--- src/rtl/lfsr_decrypt_ctrl.sv ---
// LFSR stream-cipher breaker: identifies the tap pattern from a known preamble,
// then decrypts the message from SRC_BASE into DST_BASE.
module lfsr_decrypt_ctrl #(
  parameter int unsigned W        = 6,
  parameter int unsigned NPAT     = 6,
  parameter logic [NPAT*W-1:0] TAPS =
    {6'h39, 6'h36, 6'h33, 6'h30, 6'h2D, 6'h21},
  parameter int unsigned PRE_LEN  = 7,
  parameter logic [7:0]  PRE_CHAR = 8'h5F,
  parameter int unsigned MSG_LEN  = 64,
  parameter int unsigned AW       = 8,
  parameter int unsigned SRC_BASE = 64,
  parameter int unsigned DST_BASE = 0,
  localparam int unsigned IW = (NPAT > 1) ? $clog2(NPAT) : 1
) (
  input  logic          clk,
  input  logic          init,
  input  logic          start,
  output logic [AW-1:0] mem_raddr,
  input  logic [7:0]    mem_rdata,
  output logic [AW-1:0] mem_waddr,
  output logic [7:0]    mem_wdata,
  output logic          mem_wr_en,
  output logic          busy,
  output logic          done,
  output logic          err,
  output logic          amb,
  output logic [IW-1:0] found_idx
);

  localparam int unsigned CW = $clog2(MSG_LEN + 1);

  typedef enum logic [2:0] {
    S_IDLE,
    S_PRE,
    S_DECIDE,
    S_DEC,
    S_DONE
  } state_e;

  state_e state_q, state_d;

  logic [CW-1:0]   cnt_q, cnt_d;
  logic [AW-1:0]   raddr_q, raddr_d;
  logic [W-1:0]    s_q [NPAT];
  logic [W-1:0]    s_d [NPAT];
  logic [NPAT-1:0] alive_q, alive_d;
  logic [W-1:0]    k0_q, k0_d;
  logic [W-1:0]    dstate_q, dstate_d;
  logic [W-1:0]    dtap_q, dtap_d;
  logic            err_q, err_d;
  logic            amb_q, amb_d;
  logic [IW-1:0]   idx_q, idx_d;

  logic [W-1:0]    kin;
  logic [W-1:0]    nxt [NPAT];
  logic            any_alive;
  logic            multi_alive;
  logic [IW-1:0]   sel_idx;
  logic [W-1:0]    sel_tap;
  logic            wr_c;

  // Key symbol implied by the returned byte if it carries the preamble.
  assign kin = mem_rdata[W-1:0] ^ PRE_CHAR[W-1:0];

  always_comb begin
    for (int i = 0; i < NPAT; i++) begin
      nxt[i] = {s_q[i][W-2:0], ^(s_q[i] & TAPS[i*W +: W])};
    end
  end

  // Descending scan so the lowest surviving index wins.
  always_comb begin
    any_alive   = 1'b0;
    multi_alive = 1'b0;
    sel_idx     = '0;
    sel_tap     = TAPS[W-1:0];
    for (int i = NPAT - 1; i >= 0; i--) begin
      if (alive_q[i]) begin
        multi_alive = multi_alive | any_alive;
        any_alive   = 1'b1;
        sel_idx     = IW'(i);
        sel_tap     = TAPS[i*W +: W];
      end
    end
  end

  always_comb begin
    state_d   = state_q;
    cnt_d     = cnt_q;
    raddr_d   = raddr_q;
    s_d       = s_q;
    alive_d   = alive_q;
    k0_d      = k0_q;
    dstate_d  = dstate_q;
    dtap_d    = dtap_q;
    err_d     = err_q;
    amb_d     = amb_q;
    idx_d     = idx_q;
    wr_c      = 1'b0;
    mem_waddr = '0;
    mem_wdata = '0;

    unique case (state_q)
      S_IDLE: begin
        if (start) begin
          state_d = S_PRE;
          cnt_d   = '0;
          raddr_d = AW'(SRC_BASE);
          err_d   = 1'b0;
          amb_d   = 1'b0;
          idx_d   = '0;
        end
      end
      S_PRE: begin
        cnt_d   = cnt_q + CW'(1);
        raddr_d = raddr_q + AW'(1);
        if (cnt_q == CW'(1)) begin
          for (int i = 0; i < NPAT; i++) s_d[i] = kin;
          alive_d = '1;
          k0_d    = kin;
        end else if (cnt_q >= CW'(2)) begin
          for (int i = 0; i < NPAT; i++) begin
            s_d[i] = nxt[i];
            if (nxt[i] != kin) alive_d[i] = 1'b0;
          end
        end
        if (cnt_q == CW'(PRE_LEN)) state_d = S_DECIDE;
      end
      S_DECIDE: begin
        cnt_d   = '0;
        raddr_d = AW'(SRC_BASE);
        if (!any_alive) begin
          err_d   = 1'b1;
          state_d = S_DONE;
        end else begin
          idx_d    = sel_idx;
          amb_d    = multi_alive;
          dstate_d = k0_q;
          dtap_d   = sel_tap;
          state_d  = S_DEC;
        end
      end
      S_DEC: begin
        cnt_d   = cnt_q + CW'(1);
        raddr_d = raddr_q + AW'(1);
        if (cnt_q != '0) begin
          wr_c      = 1'b1;
          mem_waddr = AW'(DST_BASE) + AW'(cnt_q) - AW'(1);
          mem_wdata = mem_rdata ^ 8'(dstate_q);
          dstate_d  = {dstate_q[W-2:0], ^(dstate_q & dtap_q)};
        end
        if (cnt_q == CW'(MSG_LEN)) state_d = S_DONE;
      end
      S_DONE: begin
        state_d = S_IDLE;
      end
      default: begin
        state_d = S_IDLE;
      end
    endcase
  end

  always_ff @(posedge clk) begin
    if (init) begin
      state_q  <= S_IDLE;
      cnt_q    <= '0;
      raddr_q  <= '0;
      alive_q  <= '0;
      k0_q     <= '0;
      dstate_q <= '0;
      dtap_q   <= '0;
      err_q    <= 1'b0;
      amb_q    <= 1'b0;
      idx_q    <= '0;
      for (int i = 0; i < NPAT; i++) s_q[i] <= '0;
    end else begin
      state_q  <= state_d;
      cnt_q    <= cnt_d;
      raddr_q  <= raddr_d;
      s_q      <= s_d;
      alive_q  <= alive_d;
      k0_q     <= k0_d;
      dstate_q <= dstate_d;
      dtap_q   <= dtap_d;
      err_q    <= err_d;
      amb_q    <= amb_d;
      idx_q    <= idx_d;
    end
  end

  // An aborting init must never let a half-finished write through.
  assign mem_wr_en = wr_c & ~init;
  assign mem_raddr = raddr_q;
  assign busy      = (state_q == S_PRE) || (state_q == S_DECIDE) ||
                     (state_q == S_DEC);
  assign done      = (state_q == S_DONE);
  assign err       = err_q;
  assign amb       = amb_q;
  assign found_idx = idx_q;

endmodule
--- config.mk ---
export PLATFORM = sky130hd
export DESIGN_NAME = lfsr_decrypt_ctrl
export DESIGN_NICKNAME = d
export VERILOG_FILES = /design/src/rtl/lfsr_decrypt_ctrl.sv
export SDC_FILE = /design/constraint.sdc
export NUM_CORES = 1
export LEC_CHECK = 0
export CAP_MARGIN = 20
export CORE_UTILIZATION = 58
export DETAILED_ROUTE_END_ITERATION = 10
export PLACE_DENSITY = 0.81
export SYNTH_ARGS = -nofsm -noshare
export SYNTH_HDL_FRONTEND = slang
export SYNTH_SLANG_ARGS = --single-unit
--- constraint.sdc ---
create_clock -name clk -period 2.6 [get_ports clk]
set_clock_uncertainty 0.2 [all_clocks]
set_input_delay 0.52 -clock clk [delete_from_list [all_inputs] [get_ports clk]]
set_output_delay 0.52 -clock clk [all_outputs]
set_load 0.01 [all_outputs]
# ---- Yosys cells after proc, flatten, opt, wreduce, memory -nomap -nowiden
# Index checks and enable logic that the tools add are counted.
dict set report word_totals {
  output_inout_bits 32
  regBits 83
  elab_cells 148
  inputBits 11
}
dict set report op_classes {
  magnitude_cmp 1
  reduce_logical 36
  bitwise 9
  n_addsub 3
  n_eq_ne 19
  muxes 59
}
# op n
set op_table {}
lappend op_table {{36-bit 2-to-1 mux} 2}
lappend op_table {{6-bit 2-to-1 mux} 9}
lappend op_table {{6-bit XOR reduction} 7}
lappend op_table {{8-bit 2-to-1 mux} 5}
lappend op_table {{3-bit 2-to-1 mux} 12}
lappend op_table {{6-bit != test} 6}
lappend op_table {{3-bit AND reduction} 10}
lappend op_table {{8-bit case mux with 3 select lines} 1}
lappend op_table {{1-bit 2-to-1 mux} 22}
lappend op_table {{7-bit case mux with 3 select lines} 1}
lappend op_table {{2-bit nonzero test} 9}
lappend op_table {{2-bit != test (second input constant)} 6}
lappend op_table {{3-bit case mux with 4 select lines} 1}
lappend op_table {{6-bit case mux with 2 select lines} 1}
lappend op_table {{8-bit by 1-bit adder with 8-bit output (second input constant)} 1}
lappend op_table {{2-bit AND reduction} 4}
lappend op_table {{7-bit by 1-bit subtractor with 8-bit output (second input constant)} 1}
lappend op_table {{8-bit by 6-bit bitwise XOR with 8-bit output} 1}
lappend op_table {{7-bit by 1-bit adder with 7-bit output (second input constant)} 1}
lappend op_table {{7-bit by 1-bit == test with 1-bit output (second input constant)} 1}
lappend op_table {{7-bit by 3-bit == test with 1-bit output (second input constant)} 1}
lappend op_table {{7-bit == test (second input constant)} 1}
lappend op_table {{7-bit by 2-bit greater-or-equal comparator with 1-bit output (second input constant)} 1}
lappend op_table {{7-bit 2-to-1 mux} 1}
lappend op_table {{16 further kinds} 22}

# ---- Logic depth before layout (Yosys ltp)
# Gate-level depths: netlist of the first run.
dict set report depth {
  ltp_word 12
  ltp_mapped 9
  mapped_depth_nobuf 7
}

# ---- Least setup slack after synthesis of the first run
# OpenSTA, ideal clock, no wires.
dict set report synth_timing {
  path_kind {reg2out}
  start {reg state_q[0]}
  end {out mem_waddr[2]}
  path_buffers 4
  required_time_ns 1.880
  arrival_ns 1.591
  path_stages_with_launch 8
  path_slack_ns 0.289
  cell_sequence {dfxtp_1 -> buf_2 -> nand3b_1 -> clkbuf_1 -> a31o_2 -> buf_2 -> buf_1 -> nor2_1}
}
dict set report synth_between {
  elab_chain_cells 2
}
# item line
set synth_lines {}
lappend synth_lines {{from (decl)} 41} ;# state_e state_q, state_d;
lappend synth_lines {{from (signal assigned)} 178} ;# state_q <= state_d;
lappend synth_lines {{3-bit by 2-bit == test with 1-bit output} 104} ;# unique case (state_q)
lappend synth_lines {{8-bit 2-to-1 mux} 104}
lappend synth_lines {{to (decl)} 21} ;# output logic [AW-1:0] mem_waddr,
# No other way between the ends.

# ---- Worst setup path after layout of the first run
dict set report layout_timing {
  start {reg cnt_q[0]}
  end {out mem_waddr[0]}
}
dict set report layout_between {
  elab_chain_cells 3
  word_cells_on_any_way 4
  cone_classes {1 x add/sub; 2 x mux; 1 x reduce/logical}
}
# item line
set layout_lines {}
lappend layout_lines {{from (decl)} 43} ;# logic [CW-1:0] cnt_q, cnt_d;
lappend layout_lines {{from (signal assigned)} 179} ;# cnt_q <= cnt_d;
lappend layout_lines {{7-bit by 1-bit subtractor with 8-bit output or 7-bit nonzero test (tied branches)} {149, 147}}
lappend layout_lines {{8-bit 2-to-1 mux *} 147} ;# if (cnt_q != '0) begin
lappend layout_lines {{8-bit 2-to-1 mux *} 104}
# Every way passes the cells marked *; elsewhere a longest branch is shown, timed or not.

==> results of run 1 <==
## layout by cell type, fill, tap and decap left out, types with 21 or more instances in the layout
cell             synthesis  layout
nor2_1                  81      81
o211ai_1                29      29
xnor2_1                 35      35
dfxtp_1                 83      81
nor3_1                  24      21
a21oi_1                 45      45
buf_4                    0      27
nand2_1                 60      60
xor2_1                  33      33
clkdlybuf4s50_1          0      24
## state kept, by name, indices dropped and copies added, names as in the netlist, 6 cells and up
name       cells
nxt           30
mem_raddr      8
cnt_q          7
alive_q        6
dstate_q       6
dtap_q         6
k0_q           6
s_q            6
## per-layer routing
metal,GRT usage,vias up
met4,0.110,0
met5,0,-
li1,-,2013
met1,0.362,1961
met2,0.436,117
met3,0.0471,26
## cells by family (layout without fill, tap and decap cells)
| family | after synthesis | after routing | synth area share |
|---|---|---|---|
| XOR/XNOR | 69 | 69 | 0.136 |
| AND/OR/NAND/NOR | 216 | 216 | 0.220 |
| multiplexers | 8 | 8 | 0.0176 |
| AO/OA/AOI/OAI | 125 | 126 | 0.191 |
| adder cells (fa/ha/maj) | 6 | 6 | 0.0165 |
| buffers and inverters | 53 | 94 | 0.0534 |
| flip-flops | 83 | 83 | 0.366 |
## final timing paths
| kind | endpoint | from |
|---|---|---|
| max | mem_waddr[0] | cnt_q[0] |
| min | dtap_q[3] | dtap_q[3] |
| max reg2reg | nxt[32] | cnt_q[1] |
| min reg2reg | dtap_q[3] | dtap_q[3] |
## worst max-delay path, cell delays in order (launching register included)
cell and delay [ns]:
dfxtp_4 0.38, inv_1 0.08, ha_1 0.25, a31o_4 0.28, buf_4 0.15, nor2_1 0.08
clkdlybuf4s15_1 0.24
## what timing repair did
item	in CTS	in global routing
buffers inserted	2	0
gates resized for setup	25	8
gates cloned	1	0
endpoints found under the setup margin	17	33
## area by class of cell
| type | instances | share of cell area |
|---|---|---|
| Timing Repair Buffer | 71 | 0.117 |
| Multi-Input combinational cell | 425 | 0.505 |
| Clock buffer | 9 | 0.0231 |
| Inverter | 7 | 0.00491 |
| Sequential cell | 83 | 0.311 |
| Tap cell | 99 | 0.0231 |
| Clock inverter | 7 | 0.0154 |
## power by group through the flow
stage / Sequential, mW / Clock [mW] / Combinational [mW]
final: 1.39 / 0.981 / 0.645
after global routing: 1.40 / 1.05 / 0.706
after CTS: 1.39 / 0.989 / 0.631
after detailed placement: 1.42 / 0 / 0.618
after global placement: 1.41 / 0 / 0.600
after floorplan: 1.40 / 0 / 0.465
## stage by stage
step                       util  hold WS, ns  setup slack (ns)  total power, mW
final                     0.722        0.267            0.0646             3.02
after global routing      0.722        0.297            0.0115             3.16
after CTS                 0.719        0.268            0.0113             3.01
after detailed placement  0.686        0.254            0.0330             2.03
after global placement    0.686        0.252             0.116             2.01
after floorplan               -        0.236             0.289             1.87
==> out/metrics.yaml, run 1 <==
run_status: "finished, final reports clean"
route.detailed.drc: 0
ios: 43
core-area_sq_mm: 0.00741
drt.antenna.violating_nets: 0
dp.cells: 682
synth_area_leaders: "dfxtp_1 37%, xnor2_1 6.7%, nor2_1 6.7%"
grt_overflow: 0
grt_pass1_vias: 3847
syn2layout_area_growth_pct: 17.8
design_area_sq_mm: 0.00535
gp_congestion: 0.784
synth_area_leader_cell: "dfxtp_1"
peakVddDrop_mv: 0.387
ff_latch_area_sq_mm: 0.00167
antenna_cells: 0
drv_slew: 0
dieArea_sq_mm: 0.00819
grt_pass1_wl_microns: 18300
cts_inserted_buffers: 9
drt-total-wl_microns: 10800
routed_via_density: 5.87
nNetsFinal: 614
first_pass_iters: 5
timing.final.crit_period_ns: 2.54
cts_max_level: 3
setup_violations: 0
wl_per_cell_microns: 15.4
port-buffer-count: 42
hold_path_class: "reg2reg"
dpl_cell_area_sq_mm: 0.00508
gr-usage-all-layers: 0.272
routed.top_layer: "met4"
postSynthNetCount: 577
hpwl_microns: 7380
clk_path_buf_depth: 2
die_x_microns: 90.5
drt_iter0_markers: 193
rsz0062_at_grt: "false"
drive_above_1_share: 0.118
initial_core_util: 0.613
clkPwrFrac: 0.325
slew_headroom: 0.540
fillCellCount: 597
crit_fanout: 8
synthDistinctLibCells: 55
max-cap-violations: 0
cp.arrival_ns: 1.82
r2r_cells: 9
multi_input_area_sq_mm: 0.00270
synthArstFlopShare: 0
worst_pin_slew_ns: 0.688
cts_root_buf: "clkbuf_8"
r2r_slack_ns: 0.15
power_leakage_nw: 1.98
syn_area_sq_mm: 0.00454
wl_met2_microns: 5140
endpoint_kind: "primary output"
fin_crit_sh: 0.975
yosysTopAreaCellShare: 0.366
power_density_mw_per_mm2: 564
synthCells: 560
ys.warnings.count: 0
synth_ff_type: "dfxtp_1"
switching_share: 0.321
pwr-share-seq: 0.461
synth-seq-cells: 83
cts_tree: "yes"
wl_met3_microns: 514
fmax_mhz: 394
whs_path_depth: 2
dieHeight_microns: 90.5
wl_met1_microns: 4900
syn_area_per_cell_sq_um: 8.11
p_int_mw: 2.05
path_clk_slew_ns: 0.10
cts_sinks: 83
antenna_found_initial: 0
worstSkewPairLatency_ns: 0.36
cp.required_ns: 1.88
worstSetupPathType: "reg2out"
seq_area_frac_synth: 0.366
start_kind: "register"
grt_max_degree: 52
synth_most_common_cell: "dfxtp_1"
hold_viol: 0
combPwrFrac: 0.214
synth_edf_count: 0
cts_hold_buf: 0
p_sw_mw: 0.969
instances_no_fill: 701
rows: 31
vias: 4117
finalSetupTns_ns: 0
netlist_top_cells_count: "83 x dfxtp_1, 81 x nor2_1, 60 x nand2_1, 45 x a21oi_1, 35 x xnor2_1"
Note: power is estimated with default switching activity, not from simulation.
==> run 2: changes to the inputs <==
--- a/config.mk
+++ b/config.mk
@@ -7,8 +7,10 @@
 export LEC_CHECK = 0
 export CAP_MARGIN = 20
 export CORE_UTILIZATION = 58
+export CTS_BUF_LIST = sky130_fd_sc_hd__clkbuf_8
 export DETAILED_ROUTE_END_ITERATION = 10
-export PLACE_DENSITY = 0.81
+export GPL_ROUTABILITY_DRIVEN = 0
+export PLACE_DENSITY_LB_ADDON = 0.25
 export SYNTH_ARGS = -nofsm -noshare
 export SYNTH_HDL_FRONTEND = slang
 export SYNTH_SLANG_ARGS = --single-unit
==> out/metrics.yaml, run 2 (same netlist as run 1, synthesis figures left out) <==
run_status: "finished, final reports clean"
grt_pass1_wl_microns: 18100
syn2layout_area_growth_pct: 17.3
grt_pass1_vias: 3806
fin_util: 0.720
route.detailed.drc: 0
core-area_sq_mm: 0.00741
drt.antenna.violating_nets: 0
max-cap-violations: 0
start_kind: "register"
power_density_mw_per_mm2: 577
final_cell_mix: "83 x dfxtp_1, 81 x nor2_1, 60 x nand2_1, 45 x a21oi_1, 35 x xnor2_1"
design_area_sq_mm: 0.00533
hold_viol: 0
grt_max_degree: 56
crit_fanout: 9
pre_cts_ws_ns: 0.0656
power_leakage_nw: 1.98
cp.required_ns: 1.88
fillCellCount: 590
endpoint_kind: "primary output"
vias: 4049
p_total_mw: 3.08
finalSetupTns_ns: 0
final_common_cell: "dfxtp_1"
cts_sinks: 83
drt-total-wl_microns: 10800
dieArea_sq_mm: 0.00819
cts_max_level: 3
fmax_mhz: 409
dp.cells: 683
antenna_found_initial: 0
slew_headroom: 0.599
cts_tree: "yes"
timing.hold.ws_ns: 0.281
cts_root_buf: "clkbuf_8"
wl_per_cell_microns: 15.5
timing.final.crit_period_ns: 2.44
nNetsFinal: 614
whs_path_depth: 2
cts_inserted_buffers: 9
first_pass_iters: 4
fin_crit_sh: 0.939
worst_pin_slew_ns: 0.593
path_clk_slew_ns: 0.09
antenna_cells: 0
largest_reg_flops: 30
drv_slew: 0
ios: 43
hpwl_microns: 7340
rows: 31
r2r_cells: 8
dpl_cell_area_sq_mm: 0.00509
peakVddDrop_mv: 0.418
setup_ws_ns: 0.158
worstSkewPairLatency_ns: 0.36
rsz0062_at_grt: "true"
cp.arrival_ns: 1.72
gr-usage-all-layers: 0.271
hold_path_class: "reg2reg"
drt_iter0_markers: 238
instances_no_fill: 701
clk_path_buf_depth: 2
setup_violations: 0
die_x_microns: 90.5
dieHeight_microns: 90.5
grt_overflow: 0
routed_via_density: 5.78
worstSetupPathType: "reg2out"
drive_above_1_share: 0.108
port-buffer-count: 42
initial_core_util: 0.613
==> run 2: cell types whose count changed in the layout (fill, tap and decap cells not counted), sizes merged <==
cell | before | now
dlygate4sd2 | 15 | 17
bufinv | 1 | 2
inv | 11 | 8
clkinv | 0 | 2
clkdlybuf4s15 | 1 | 0
clkbuf | 10 | 9
==> run 2: report_power, final <==
| part | leakage (nW) | total, mW | switching [mW] | internal (mW) |
|---|---|---|---|---|
| Clock | 0.106 | 1.05 | 0.502 | 0.547 |
| Sequential | 0.671 | 1.38 | 0.0590 | 1.33 |
| Combinational | 1.20 | 0.643 | 0.384 | 0.260 |
| Total | 1.98 | 3.08 | 0.944 | 2.13 |
==> run 2: worst paths after layout <==
path	from	endpoint	slack [ns]
setup reg to reg	cnt_q[0]	nxt[29]	0.21
hold reg to reg	dtap_q[3]	dtap_q[3]	0.28
setup / recovery	cnt_q[0]	mem_wdata[0]	0.16
hold / removal	dtap_q[3]	dtap_q[3]	0.28
==> run 2: worst max-delay path: stages (launching register included) <==
cell and delay [ns]:
dfxtp_1 0.34, inv_1 0.08, ha_1 0.25, a31o_4 0.29
nor2_1 0.13, dlygate4sd2_1 0.27
==> run 2: cell type report <==
cell class,instances,area [sq um],area share
Clock inverter,7,101,0.0190
Sequential cell,83,1660,0.312
Inverter,7,26.3,0.00493
Tap cell,99,124,0.0232
Clock buffer,9,124,0.0232
Multi-Input combinational cell,425,2670,0.501
Timing Repair Buffer,71,624,0.117
==> run 2: timing repair <==
item | in CTS | in global routing
gates cloned | 1 | 0
hold endpoints to repair | 0 | 0
setup buffers | 1 | 0
hold buffers | 0 | 0
resized for setup | 20 | 0
setup endpoints to repair | 17 | 3
==> run 2: layer usage <==
layer,part of all wire,GRT usage,vias to the layer above
met4,0.018,0.0981,0
met2,0.48,0.443,125
met5,0,0,-
met3,0.053,0.0606,16
met1,0.45,0.350,1895
li1,-,-,2013
